==> src/rtl/r5fp_mul_arb.sv <==
// rtl/r5fp_mul_arb.sv - two-port round-robin arbiter for a shared fixed-latency FP multiplier
// Credit-gated issue, LAT-deep shadow pipe and per-port result FIFOs.
module r5fp_mul_arb #(
  parameter int EXP_W = 8,
  parameter int SIG_W = 23,
  parameter int LAT   = 3,
  parameter int DEPTH = 4,
  localparam int W    = EXP_W + SIG_W + 1
) (
  input  logic           clk_i,
  input  logic           rst_ni,
  input  logic [1:0]     req_valid_i,
  output logic [1:0]     req_ready_o,
  input  logic [2*W-1:0] req_a_i,
  input  logic [2*W-1:0] req_b_i,
  input  logic [5:0]     req_rnd_i,
  output logic           mul_valid_o,
  output logic [W-1:0]   mul_a_o,
  output logic [W-1:0]   mul_b_o,
  output logic [2:0]     mul_rnd_o,
  input  logic [W-1:0]   dp_z_i,
  input  logic [7:0]     dp_status_i,
  output logic [1:0]     res_valid_o,
  input  logic [1:0]     res_ready_i,
  output logic [2*W-1:0] res_z_o,
  output logic [15:0]    res_status_o,
  output logic           busy_o
);
  localparam int CW = $clog2(DEPTH + 1);
  localparam int PW = $clog2(DEPTH);
  localparam int FW = W + 8;
  localparam logic [CW:0] DEPTH_C = DEPTH[CW:0];

  logic [CW-1:0] fcnt_q [2];
  logic [CW-1:0] fcnt_d [2];
  logic [CW-1:0] infl_q [2];
  logic [CW-1:0] infl_d [2];
  logic [PW-1:0] wr_ptr_q [2];
  logic [PW-1:0] rd_ptr_q [2];
  logic [FW-1:0] mem_q [2][DEPTH];

  logic           rr_q, port_q, mul_valid_q;
  logic [W-1:0]   mul_a_q, mul_b_q;
  logic [2:0]     mul_rnd_q;
  logic [LAT-1:0] sv_q, sp_q;

  logic [1:0]   elig, grant, push, pop;
  logic         gnt_any, gnt_port, cap, cap_port;
  logic [W-1:0] sel_a, sel_b;
  logic [2:0]   sel_rnd;

  always_comb begin
    elig     = '0;
    push     = '0;
    pop      = '0;
    cap      = sv_q[LAT-1];
    cap_port = sp_q[LAT-1];
    for (int i = 0; i < 2; i++) begin
      // Credit uses registered counts only, so a pop frees a slot one cycle later.
      elig[i]   = req_valid_i[i] && (({1'b0, fcnt_q[i]} + {1'b0, infl_q[i]}) < DEPTH_C);
      push[i]   = cap && (cap_port == 1'(i));
      pop[i]    = res_ready_i[i] && (fcnt_q[i] != '0);
    end
    gnt_any  = |elig;
    gnt_port = (elig == 2'b11) ? ~rr_q : elig[1];
    grant    = gnt_any ? (gnt_port ? 2'b10 : 2'b01) : 2'b00;
    sel_a    = gnt_port ? req_a_i[W +: W] : req_a_i[0 +: W];
    sel_b    = gnt_port ? req_b_i[W +: W] : req_b_i[0 +: W];
    sel_rnd  = gnt_port ? req_rnd_i[5:3] : req_rnd_i[2:0];
    for (int i = 0; i < 2; i++) begin
      fcnt_d[i] = fcnt_q[i] + CW'(push[i]) - CW'(pop[i]);
      infl_d[i] = infl_q[i] + CW'(grant[i]) - CW'(push[i]);
    end
  end

  always_ff @(posedge clk_i or negedge rst_ni) begin
    if (!rst_ni) begin
      rr_q        <= 1'b0;
      port_q      <= 1'b0;
      mul_valid_q <= 1'b0;
      mul_a_q     <= '0;
      mul_b_q     <= '0;
      mul_rnd_q   <= '0;
      sv_q        <= '0;
      sp_q        <= '0;
      for (int i = 0; i < 2; i++) begin
        fcnt_q[i]   <= '0;
        infl_q[i]   <= '0;
        wr_ptr_q[i] <= '0;
        rd_ptr_q[i] <= '0;
      end
    end else begin
      mul_valid_q <= gnt_any;
      if (gnt_any) begin
        rr_q      <= gnt_port;
        port_q    <= gnt_port;
        mul_a_q   <= sel_a;
        mul_b_q   <= sel_b;
        mul_rnd_q <= sel_rnd;
      end
      // Shadow pipe mirrors the datapath so the last stage lines up with dp_z.
      sv_q[0] <= mul_valid_q;
      sp_q[0] <= port_q;
      for (int k = 1; k < LAT; k++) begin
        sv_q[k] <= sv_q[k-1];
        sp_q[k] <= sp_q[k-1];
      end
      for (int i = 0; i < 2; i++) begin
        fcnt_q[i] <= fcnt_d[i];
        infl_q[i] <= infl_d[i];
        if (push[i]) wr_ptr_q[i] <= wr_ptr_q[i] + 1'b1;
        if (pop[i])  rd_ptr_q[i] <= rd_ptr_q[i] + 1'b1;
      end
    end
  end

  always_ff @(posedge clk_i) begin
    for (int i = 0; i < 2; i++) begin
      if (push[i]) mem_q[i][wr_ptr_q[i]] <= {dp_status_i, dp_z_i};
    end
  end

  assert property (@(posedge clk_i) disable iff (!rst_ni) !(push[0] && fcnt_q[0] == DEPTH_C[CW-1:0]));
  assert property (@(posedge clk_i) disable iff (!rst_ni) !(push[1] && fcnt_q[1] == DEPTH_C[CW-1:0]));

  always_comb begin
    res_z_o      = '0;
    res_status_o = '0;
    res_valid_o  = '0;
    for (int i = 0; i < 2; i++) begin
      res_valid_o[i] = (fcnt_q[i] != '0);
      if (fcnt_q[i] != '0) begin
        res_z_o[i*W +: W]      = mem_q[i][rd_ptr_q[i]][W-1:0];
        res_status_o[i*8 +: 8] = mem_q[i][rd_ptr_q[i]][FW-1:W];
      end
    end
  end

  assign req_ready_o = grant;
  assign mul_valid_o = mul_valid_q;
  assign mul_a_o     = mul_a_q;
  assign mul_b_o     = mul_b_q;
  assign mul_rnd_o   = mul_rnd_q;
  assign busy_o      = (infl_q[0] != '0) || (infl_q[1] != '0) || (fcnt_q[0] != '0) || (fcnt_q[1] != '0);
endmodule

==> config.mk <==
export PLATFORM = sky130hd
export DESIGN_NAME = r5fp_mul_arb
export DESIGN_NICKNAME = d
export VERILOG_FILES = /design/src/rtl/r5fp_mul_arb.sv
export SDC_FILE = /design/constraint.sdc
export NUM_CORES = 1
export LEC_CHECK = 0
export CELL_PAD_IN_SITES_DETAIL_PLACEMENT = 1
export CELL_PAD_IN_SITES_GLOBAL_PLACEMENT = 2
export CORE_MARGIN = 2
export CORE_UTILIZATION = 30
export CTS_CLUSTER_DIAMETER = 150
export DETAILED_ROUTE_END_ITERATION = 6
export PLACE_DENSITY_LB_ADDON = 0.1
export SLEW_MARGIN = 0
export SYNTH_ARGS = -nofsm -noshare
export SYNTH_HDL_FRONTEND = slang
export SYNTH_SLANG_ARGS = --single-unit
==> constraint.sdc <==
create_clock -name clk_i -period 2.5 [get_ports clk_i]
set_input_delay 0.5 -clock clk_i [delete_from_list [all_inputs] [get_ports clk_i]]
set_output_delay 0.5 -clock clk_i [all_outputs]
set_load 0.05 [all_outputs]
==> results of run 1 <==
[per-stage QoR]
| step | hold WS (ps) | total power [mW] |
|---|---|---|
| after global routing | 351 | 37.4 |
| after detailed placement | 337 | 26.1 |
| after floorplan | 204 | 20.2 |
| after CTS | 333 | 35.7 |
| after global placement | 338 | 26.0 |
| final | 331 | 35.8 |
[state kept, by name (all words and copies together) (netlist names), 4 cells and up]
register and count:
infl_q 6, mem_q 320, rd_ptr_q 4, fcnt_q 6, wr_ptr_q 4, mul_a_o 32, mul_b_o 32
[how the worst max path moves through the flow]
stage,slack [ps],depth (start not counted),to
2_1_floorplan,-170,8,infl_q[5]$_DFF_PN0_
3_3_place_gp,-240,7,infl_q[5]$_DFF_PN0_
3_5_place_dp,-270,9,infl_q[2]$_DFF_PN0_
4_1_cts,-460,5,req_ready_o[0]
5_1_grt,-470,5,req_ready_o[0]
6_report,-390,5,req_ready_o[0]
[logic make-up after synthesis]
logic type / count (synthesis) / share of synthesized area
buffers and inverters: 82 / 0.0237
AO/OA/AOI/OAI: 74 / 0.0444
flip-flops: 415 / 0.729
adder cells (fa/ha/maj): 24 / 0.0201
XOR/XNOR: 14 / 0.00745
AND/OR/NAND/NOR: 173 / 0.0662
multiplexers: 80 / 0.110
[routing by layer]
layer	up-vias	global-route usage	share of wire
li1	4265	-	-
met1	5023	0.233	0.43
met2	299	0.281	0.48
met3	58	0.0570	0.072
met4	10	0.0326	0.013
met5	-	0	0.0013
[final cells by class]
| cell class | count | area (um^2) | share of cell area |
|---|---|---|---|
| Sequential cell | 415 | 12000 | 0.506 |
| Timing Repair Buffer | 418 | 4870 | 0.205 |
| Multi-Input combinational cell | 365 | 4390 | 0.185 |
| Clock buffer | 58 | 1250 | 0.0526 |
| Tap cell | 696 | 871 | 0.0367 |
| Clock inverter | 28 | 258 | 0.0109 |
| Inverter | 22 | 82.6 | 0.00348 |
| Antenna cell | 2 | 5.00 | 0.000211 |
[repair_timing]
action | CTS | global route
endpoints found under the setup margin | 87 | 156
pin swaps | 10 | 46
endpoints found under the hold margin | 28 | 0
buffers inserted | 15 | 8
hold buffers | 1 | 0
gates resized for setup | 194 | 60
cloned | 9 | 9
[report_power, final]
group	leakage (nW)	switching, mW	total [mW]	internal (mW)
Combinational	4.13	10.9	19.5	8.60
Clock	0.736	2.81	6.78	3.97
Sequential	4.05	0.680	9.52	8.84
Total	8.92	14.4	35.8	21.4
[layout by cell type, fill, tap and decap left out, types with 2 or more instances in the layout]
cell type and instances:
and2_4 82, mux4_2 80, a221o_1 67, buf_16 4, fa_2 3, clkinv_1 7, or3_4 3, dfrtp_2 2
buf_6 44, diode_2 2, clkinvlp_4 3, inv_6 4, clkdlybuf4s50_1 246, ha_1 18, buf_4 37, buf_12 35
bufinv_16 4, clkbuf_1 8, nand3_1 2, and2_2 5, o21ai_0 3, xor2_1 3, clkinv_2 9, ha_4 2
xnor2_2 2, and3_2 13, nand2_1 5, clkbuf_16 52, dfrtp_4 2, dfrtp_1 91, xnor2_1 9, clkbuf_8 3
buf_8 46, and3_1 58, edfxtp_1 320, inv_1 21
==> summary.md, run 1 <==
| Metric | Value |
|---|---|
| Vias in the first global route | 10,600 |
| Status | complete, but fails checks |
| I/O pin count | ~330 |
| Post-route setup slack | -395 ps |
| RSZ-0062 raised after global routing | true |
| Worst path max stage delay | ~500 ps |
| Data required time of the worst path | around 2000 ps |
| Synth top area share | 0.584 |
| Via count | 9,655 |
| Synth area leader | edfxtp_1 |
| Worst hold start | sp_q[1]$_DFF_PN0_ |
| Hold violation count in the final report | 0 |
| Depth of the most critical reg-to-reg path | 10 |
| # fillers | slightly above 5,000 |
| Synth top area cells | edfxtp_1 58%, dfrtp_1 14%, mux4_2 11%, a221o_1 4.1%, and2_1 3.3% |
| Synth Flop Type | edfxtp_1 |
| Post-route ant nets | 0 |
| Starting DRC count in detailed routing | around 460 |
| Clk root buf | clkbuf_16 |
| CTS tree | built |
| Cell family with most CP delay | simple AND/OR/NAND/NOR gates |
| DIE HEIGHT | approximately 240 um |
| GPL Wtd Cong | a little over 0.7 |
| Post-synth EDFFs | 320 |
| Register-to-register setup slack | -90 ps |
| Nets | around 1,500 |
| Clock sink total | a little over 400 |
| Width of the chip | roughly 240 um |
| Global-route wire length before repair | between 70 and 80 mm |
| Clk buf depth | 3 |
| Die area | about 57,000 um^2 |
| Worst hold path type | reg -> reg |
| Placed insts | around 1,900 |
| Commonest cells in the netlist | 320 x edfxtp_1, 95 x dfrtp_1, 88 x and2_1, 80 x mux4_2, 67 x a221o_1 |
| Area grow syn2layout | 44.2% |
| Post-synthesis net count | around 1,100 |
| CTS Buf Count | 47 |
| Gr ovfl total | 0 |
| Fmax | between 0.3 and 0.4 GHz |
| Setup-failing EPs final | 86 |
| PD cells | ~1500 nW/um^2 |
| Reg2reg start | fcnt_q[2]$_DFF_PN0_ |
| Most frequent cell after synthesis | edfxtp_1 |
| Post-route core utilization | 0.439 |
| DP Area | between 20,000 and 25,000 um^2 |
| FFs w/ async S/R, synth | 0.229 |
| Mean Syn Cell Area | around 19 um^2 |
| H-tree Lvls | 2 |
| Leak Pwr | just under 9 nW |
| Detail Placement HPWL | 31.1 mm |
| Vias per std cell | just under 5 |
| CP startpoint kind | register |
| Place WS | -269 ps |
| Initial Utilization | 0.304 |
| Max Cap Viol | 0 |
| Initial antenna violation count | 7 |
| Syn Std Cell Area | approximately 16,000 um^2 |
| CP Capture Type | output pin |
| Port buffer count | about 330 |
| Tot GR Track Use | 0.175 |
| Clk_skew | ~19 ps |
| Synth warnings | 0 |
| Cell Chain, Critical Path | ha_1 > or4b_4 > a311o_4 > and2_4 > buf_12 |
| Hold depth | 0 |
| Wire per inst | around 26 um |
| Violated checks | negative setup slack |
| Residual DRC | 0 |
| Total wire length | ~52 mm |
| Post-synthesis register bit count | around 420 |
| Layout cells sized above 1 | 0.340 |
| Crit Path Max Fanout | 2 |
| Cells after synthesis | between 800 and 900 |
| Seq/Total Area, Yosys | 0.729 |
| Worst-Skew Late Latency | just under 600 ps |
| Least-Margin Pin Slew | around 690 ps |
| Worst EP arrival | approximately 2400 ps |
| Hold Crit Endpoint | sp_q[2]$_DFF_PN0_ |
| FP Rows | 85 |
| Drt pass-1 iters | 4 |
| Crit path from | fcnt_q[2]$_DFF_PN0_ |
| Distinct cells, synth | 30 |
| Clock transition at the registers of the reported paths | about 70 ps |
| Critical-path cell with the highest stage delay | or4b_4 |
| Pin count of the biggest net entering global routing | approximately 70 |
| Final Instance Area | about 24,000 um^2 |
| Max_slew headroom | 0.539 |
| FF-to-FF End | infl_q[2]$_DFF_PN0_ |
| Setup CP Type | reg -> out |
| Peak supply drop | roughly 0.72 mV |
| Fin. max-slew vios | 0 |
| Core region area | between 50,000 and 60,000 um^2 |
| Post-route minimum period | 2890 ps |
| Non-filler cells, final | ~2,000 |
| Period utilization | 1.16 |
| Buf/Inv on CP | 1 |
| Setup_tns | -12,620 ps |
Note: power is estimated with default switching activity, not from simulation.
==> inputs of run 2 (changes only) <==
Settings changed: CTS_BUF_LIST set to sky130_fd_sc_hd__clkbuf_8 sky130_fd_sc_hd__clkbuf_16, TNS_END_PERCENT set to 50.
==> run 2 against run 1 <==
Effect of this change:
- the run still ends with negative setup slack left
- wire length is 4.3% lower
- via count grew 0.22%
- die area did not move
- critical endpoint unchanged
- final area shrank 0.14%
- largest power group unchanged
- clock-buffer cell count decreased by 10
- total power decreased by 0.93%
- critical path depth unchanged
- fmax about the same
- sequential power about the same
==> summary.md, run 2 (synthesized netlist as in run 1, its figures left out) <==
| Metric | Value |
|---|---|
| Met3 WL | 3.38 mm (-9.1%) |
| Fin. max-slew vios | 0 (unchanged) |
| Initial Utilization | 0.304 (unchanged) |
| Clock sink total | 415 (unchanged) |
| Wire per inst | 24.6 um (-4.6%) |
| Switching Fraction | 0.401 (about the same) |
| Max Cap Viol | 0 (unchanged) |
| Final Instance Area | 23,700 um^2 (-0.14%) |
| CTS tree | built |
| Period utilization | 1.16 (about the same) |
| Violated checks | negative setup slack |
| Crit Path Max Fanout | 2 (unchanged) |
| Starting DRC count in detailed routing | 558 (+21%) |
| Post-route minimum period | 2890 ps (-0.588 ps) |
| DP Area | 20,900 um^2 (-0.11%) |
| Vias in the first global route | 10,700 (+0.75%) |
| Number of flip-flops in the largest register | 320 (unchanged) |
| Worst Setup EP | req_ready_o[0] |
| CTS Buf Count | 48 (+2.1%) |
| Residual DRC | 0 (unchanged) |
| Met2 routed WL | 24.2 mm (-2.6%) |
| Clk root buf | clkbuf_16 |
| # fillers | 5,220 (+0.54%) |
| Fmax | 0.346 GHz (about the same) |
| Detail Placement HPWL | 30.1 mm (-3.1%) |
| Clk buf depth | 3 (unchanged) |
| Global-route wire length before repair | 72.6 mm (+0.43%) |
| Pin count of the biggest net entering global routing | 41 (-41%) |
| Non-filler cells, final | 2,010 (+0.30%) |
| Seq. cell area | 12,000 um^2 (about the same) |
| Worst-Skew Late Latency | 580 ps (about the same) |
| Initial antenna violation count | 4 (-3) |
| H-tree Lvls | 2 (unchanged) |
| Area grow syn2layout | 44.0% |
| PD cells | 1500 nW/um^2 (-0.79%) |
| Worst hold path type | reg -> reg |
| Highest routed layer | met5 |
| CP startpoint kind | register |
| Crit path from | infl_q[2]$_DFF_PN0_ |
| Max_slew headroom | 0.585 (+0.0463) |
| Area occupied by multi-input gates | 4390 um^2 (unchanged) |
| Clock transition at the registers of the reported paths | 60 ps (about the same) |
| Placed insts | 1,883 (+0.11%) |
| Internal power | 21.2 mW (-0.91%) |
| RSZ-0062 raised after global routing | true |
| Tot GR Track Use | 0.175 (+0.000670) |
| Post-route ant nets | 0 (unchanged) |
| Data required time of the worst path | 2000 ps (about the same) |
| Seq pwr share | 0.269 (+0.003) |
| Clk_skew | 25.8 ps (+6.64 ps) |
| Least-Margin Pin Slew | 620 ps (-69.3 ps) |
| Port buffer count | 332 (unchanged) |
| Width of the chip | 238 um (unchanged) |
| Setup CP Type | reg -> out |
| Status | complete, but fails checks |
| Core region area | 54,000 um^2 (unchanged) |
| Nets | 1,477 (+0.27%) |
| FF-to-FF End | infl_q[2]$_DFF_PN0_ |
| DIE HEIGHT | 238 um (unchanged) |
| Most frequent cells in the layout | 320 x edfxtp_1, 246 x clkdlybuf4s50_1, 90 x dfrtp_1 |
| Register-to-register setup slack | -100 ps (about the same) |
| Die area | 56,700 um^2 (unchanged) |
| Gr ovfl total | 0 (unchanged) |
| GPL Wtd Cong | 0.721 (+0.54%) |
| Most common cell after layout, fill and taps aside | edfxtp_1 |
| Clock power frac | 0.184 (-0.006) |
| Layout cells sized above 1 | 0.335 (-0.00460) |
| Met1 Routed Length | 21.0 mm (-5.9%) |
| Drt pass-1 iters | 4 (unchanged) |
| Hold violation count in the final report | 0 (unchanged) |
| Post-route setup slack | -394 ps (+0.588 ps) |
| Leak Pwr | 8.96 nW (+0.43%) |
| Setup-failing EPs final | 89 (+3.5%) |
| NetSw | 14.2 mW (-0.96%) |
| FP Rows | 85 (unchanged) |
| Via count | 9,676 (+0.22%) |
| Peak supply drop | 0.615 mV (-14%) |
| Reg2reg start | infl_q[2]$_DFF_PN0_ |
| CP Capture Type | output pin |
| Depth of the most critical reg-to-reg path | 10 (unchanged) |
| Vias per std cell | 4.81 (about the same) |
| I/O pin count | 333 (unchanged) |
| Gate power share | 0.547 (+0.003) |
| Total wire length | 49.4 mm (-4.3%) |
| Worst EP arrival | 2390 ps (about the same) |
## run 2: changes by cell type in the layout (fill, tap and decap cells not counted), sizes merged
cell,previous run,this run
clkinvlp,3,1
clkinv,17,25
clkbuf,63,50
buf,166,172
inv,26,35
bufinv,4,2
## run 2: worst max-delay path, cell delays in order (launching register included)
cell     delay (ps)
dfrtp_1         400
ha_1            300
or4b_4          500
a311o_4         330
and2_4          150
buf_12          140
## run 2: power groups by stage
stage | Combinational, mW | Clock [mW] | Sequential [mW]
finish | 19.4 | 6.51 | 9.54
global route | 20.5 | 6.99 | 9.70
CTS | 19.1 | 6.75 | 9.56
detailed placement | 16.4 | 0 | 9.62
global placement | 16.3 | 0 | 9.62
floorplan | 8.94 | 0 | 11.3
## run 2: worst min path at each step
stage / from / endpoint / slack, ps / depth (start not counted)
global route: sv_q[1]$_DFF_PN0_ / sv_q[2]$_DFF_PN0_ / 350 / 0
detailed placement: sv_q[0]$_DFF_PN0_ / sv_q[1]$_DFF_PN0_ / 340 / 0
CTS: sv_q[1]$_DFF_PN0_ / sv_q[2]$_DFF_PN0_ / 350 / 0
global placement: sv_q[0]$_DFF_PN0_ / sv_q[1]$_DFF_PN0_ / 330 / 0
floorplan: rst_ni / fcnt_q[0]$_DFF_PN0_ / 200 / 0
finish: sv_q[0]$_DFF_PN0_ / sv_q[1]$_DFF_PN0_ / 350 / 0
## run 2: layout make-up
cell class,count,share of cell area
Antenna cell,2,0.000211
Clock buffer,48,0.0507
Clock inverter,41,0.0105
Inverter,22,0.00349
Multi-Input combinational cell,365,0.185
Sequential cell,415,0.506
Tap cell,696,0.0368
Timing Repair Buffer,421,0.207
## run 2: per-layer routing
layer | GRT usage | vias to the layer above
li1 | - | 4267
met1 | 0.230 | 5051
met2 | 0.289 | 292
met3 | 0.0497 | 58
met4 | 0.0396 | 8
met5 | 0 | -
## run 2: stage by stage
step	util	TNS, ps	power (mW)	worst slack (ps)	hold WS, ps
2_1_floorplan	-	-595	20.2	-172	204
3_5_place_dp	0.386	-12270	26.1	-297	336
5_1_grt	0.438	-23610	37.1	-473	355
6_report	0.439	-17260	35.4	-394	348
3_3_place_gp	0.386	-9450	26.0	-268	334
4_1_cts	0.433	-22920	35.4	-444	352
## run 2: repair_timing
action / CTS / global route
endpoints found under the setup margin: 90 / 154
gates cloned: 11 / 2
hold buffers: 1 / 0
hold endpoints to repair: 33 / 0
pin swaps: 16 / 15
resized for setup: 187 / 47
buffers inserted: 15 / 7
==> inputs of run 3 (changes only) <==
Settings changed: PLACE_DENSITY_LB_ADDON 0.1 to 0.15.
Clock period 2.5 ns to 2.4 ns, I/O delays scaled along.
==> run 3 against run 2 <==
Effect of this change:
- the run still ends with negative setup slack left
- worst hold slack got worse by 1.2 ps
- clock-buffer cell count up 5
- wire length down 3.4%
- sequential power up 3.1%
- clock skew decreased by 12 ps
- first-iteration DRC count down 16%
==> summary.md, run 3 (synthesized netlist as in run 1, its figures left out) <==
| Metric | Value |
|---|---|
| Place WS | -359 ps (-61.4 ps) |
| FP Rows | 85 (unchanged) |
| Width of the chip | 238 um (unchanged) |
| Vias per std cell | 4.82 (+0.15%) |
| Most frequent cells in the layout | 320 x edfxtp_1, 246 x clkdlybuf4s50_1, 91 x dfrtp_1 |
| Crit Path Max Fanout | 3 (+1) |
| Global-route wire length before repair | 71.4 mm (-1.7%) |
| Worst EP arrival | 2430 ps (+40 ps) |
| Peak supply drop | 0.693 mV (+13%) |
| DIE HEIGHT | 238 um (unchanged) |
| Residual DRC | 0 (unchanged) |
| Data required time of the worst path | 1920 ps (-80 ps) |
| Worst Setup EP | req_ready_o[1] |
| PD cells | 1560 nW/um^2 (+4.6%) |
| I/O pin count | 333 (unchanged) |
| Via count | 9,652 (-0.25%) |
| Status | complete, but fails checks |
| Crit path from | fcnt_q[2]$_DFF_PN0_ |
| Tot GR Track Use | 0.170 (-0.00574) |
| GPL Wtd Cong | 0.704 (-2.4%) |
| Drt pass-1 iters | 4 (unchanged) |
| Gr ovfl total | 0 (unchanged) |
| Wire per inst | 23.8 um (-3.0%) |
| Least-Margin Pin Slew | 615 ps (-5.41 ps) |
| Period utilization | 1.21 |
| Worst-Skew Late Latency | 580 ps (about the same) |
| Final Instance Area | 23,700 um^2 (about the same) |
| Tot Pwr | 37.1 mW (+4.7%) |
| Nets | 1,472 (-0.34%) |
| Total wire length | 47.7 mm (-3.4%) |
| Fin. max-slew vios | 0 (unchanged) |
| Clock sink total | 415 (unchanged) |
| Setup CP Type | reg -> out |
| Leak Pwr | 8.96 nW (about the same) |
| CTS tree | built |
| Pin count of the biggest net entering global routing | 69 (+68%) |
| Clk buf depth | 3 (unchanged) |
| GR Util met3 | 0.0484 (-0.00139) |
| Register-to-register setup slack | -230 ps (-130 ps) |
| CTS Buf Count | 48 (unchanged) |
| Worst hold path type | reg -> reg |
| DP Area | 20,900 um^2 (about the same) |
| Layout cells sized above 1 | 0.336 (about the same) |
| Post-route ant nets | 0 (unchanged) |
| H-tree Lvls | 2 (unchanged) |
| Die area | 56,700 um^2 (unchanged) |
| Initial antenna violation count | 3 (-1) |
| Busiest grt layer | met2 |
| Setup-failing EPs final | 158 (+78%) |
| Violated checks | negative setup slack |
| Depth of the most critical reg-to-reg path | 11 (+1) |
| FF-to-FF End | fcnt_q[2]$_DFF_PN0_ |
| Hold violation count in the final report | 0 (unchanged) |
| Post-route minimum period | just under 3000 ps |
| Core region area | 54,000 um^2 (unchanged) |
| Met2 usage | 0.281 (-0.00866) |
| Area grow syn2layout | 44.2% (about the same) |
| RSZ-0062 raised after global routing | true |
| Detail Placement HPWL | 28.9 mm (-4.2%) |
| Fmax | between 0.3 and 0.4 GHz |
| Number of flip-flops in the largest register | 320 (unchanged) |
| Max_slew headroom | 0.589 (+0.00362) |
| Reg2reg start | fcnt_q[1]$_DFF_PN0_ |
| Post-route setup slack | -512 ps (-118 ps) |
| Initial Utilization | 0.304 (unchanged) |
| Clk root buf | clkbuf_16 |
| Max Cap Viol | 0 (unchanged) |
| Post-route core utilization | 0.439 (about the same) |
| Clock transition at the registers of the reported paths | 60 ps (about the same) |
| Starting DRC count in detailed routing | 470 (-16%) |
| CP startpoint kind | register |
| Met1 usage | 0.222 (-0.00808) |
| Most common cell after layout, fill and taps aside | edfxtp_1 |
| CP Capture Type | output pin |
| Clk_skew | 13.3 ps (-12.5 ps) |
| Vias in the first global route | 10,900 (+1.9%) |
| Port buffer count | 332 (unchanged) |
run 3: worst max-delay path, stage by stage, from the launching register on:
cell,delay [ps]
dfrtp_1,390
ha_1,290
or4b_4,510
a31o_4,240
a21oi_4,130
buf_6,150
buf_8,150
run 3: power breakdown:
part           switching [mW]  internal (mW)  leakage, nW
clock                    2.91           4.27        0.794
combinational            11.1           8.95         4.11
sequential              0.633           9.21         4.05
run 3: stage by stage:
| step | setup TNS [ps] | cells | hold slack (ps) |
|---|---|---|---|
| finish | -29910 | 2002 | 347 |
| global route | -41910 | 2001 | 353 |
| CTS | -33590 | 2000 | 350 |
| detailed placement | -19140 | 1883 | 337 |
| global placement | -18250 | 1883 | 334 |
| floorplan | -1010 | 862 | 184 |
run 3: worst min path at each step:
stage                          endpoint  cells after the start              start  slack, ps
floorplan           fcnt_q[0]$_DFF_PN0_                      0             rst_ni        180
global placement      sp_q[2]$_DFF_PN0_                      0  sp_q[1]$_DFF_PN0_        330
detailed placement    sv_q[2]$_DFF_PN0_                      0  sv_q[1]$_DFF_PN0_        340
CTS                   sv_q[2]$_DFF_PN0_                      0  sv_q[1]$_DFF_PN0_        350
global route          sv_q[1]$_DFF_PN0_                      0  sv_q[0]$_DFF_PN0_        350
finish                sv_q[2]$_DFF_PN0_                      0  sv_q[1]$_DFF_PN0_        350
run 3: layout make-up:
class	count	area, um^2
Antenna cell	1	2.50
Clock buffer	53	1290
Clock inverter	34	265
Fill cell	5197	30300
Inverter	22	82.6
Multi-Input combinational cell	365	4380
Sequential cell	415	12000
Tap cell	696	871
Timing Repair Buffer	416	4830
run 3: timing repair:
item | in CTS | in global routing
gates resized for setup | 207 | 38
pin swaps | 12 | 8
buffers inserted | 18 | 6
hold buffers | 1 | 0
endpoints found under the setup margin | 158 | 158
gates cloned | 11 | 2
endpoints found under the hold margin | 28 | 0
run 3: layer usage:
metal | share of wire | wire, um
met3 | 0.071 | 3390
met5 | 0.00080 | 38
met2 | 0.49 | 23200
met4 | 0.018 | 844
met1 | 0.42 | 20300
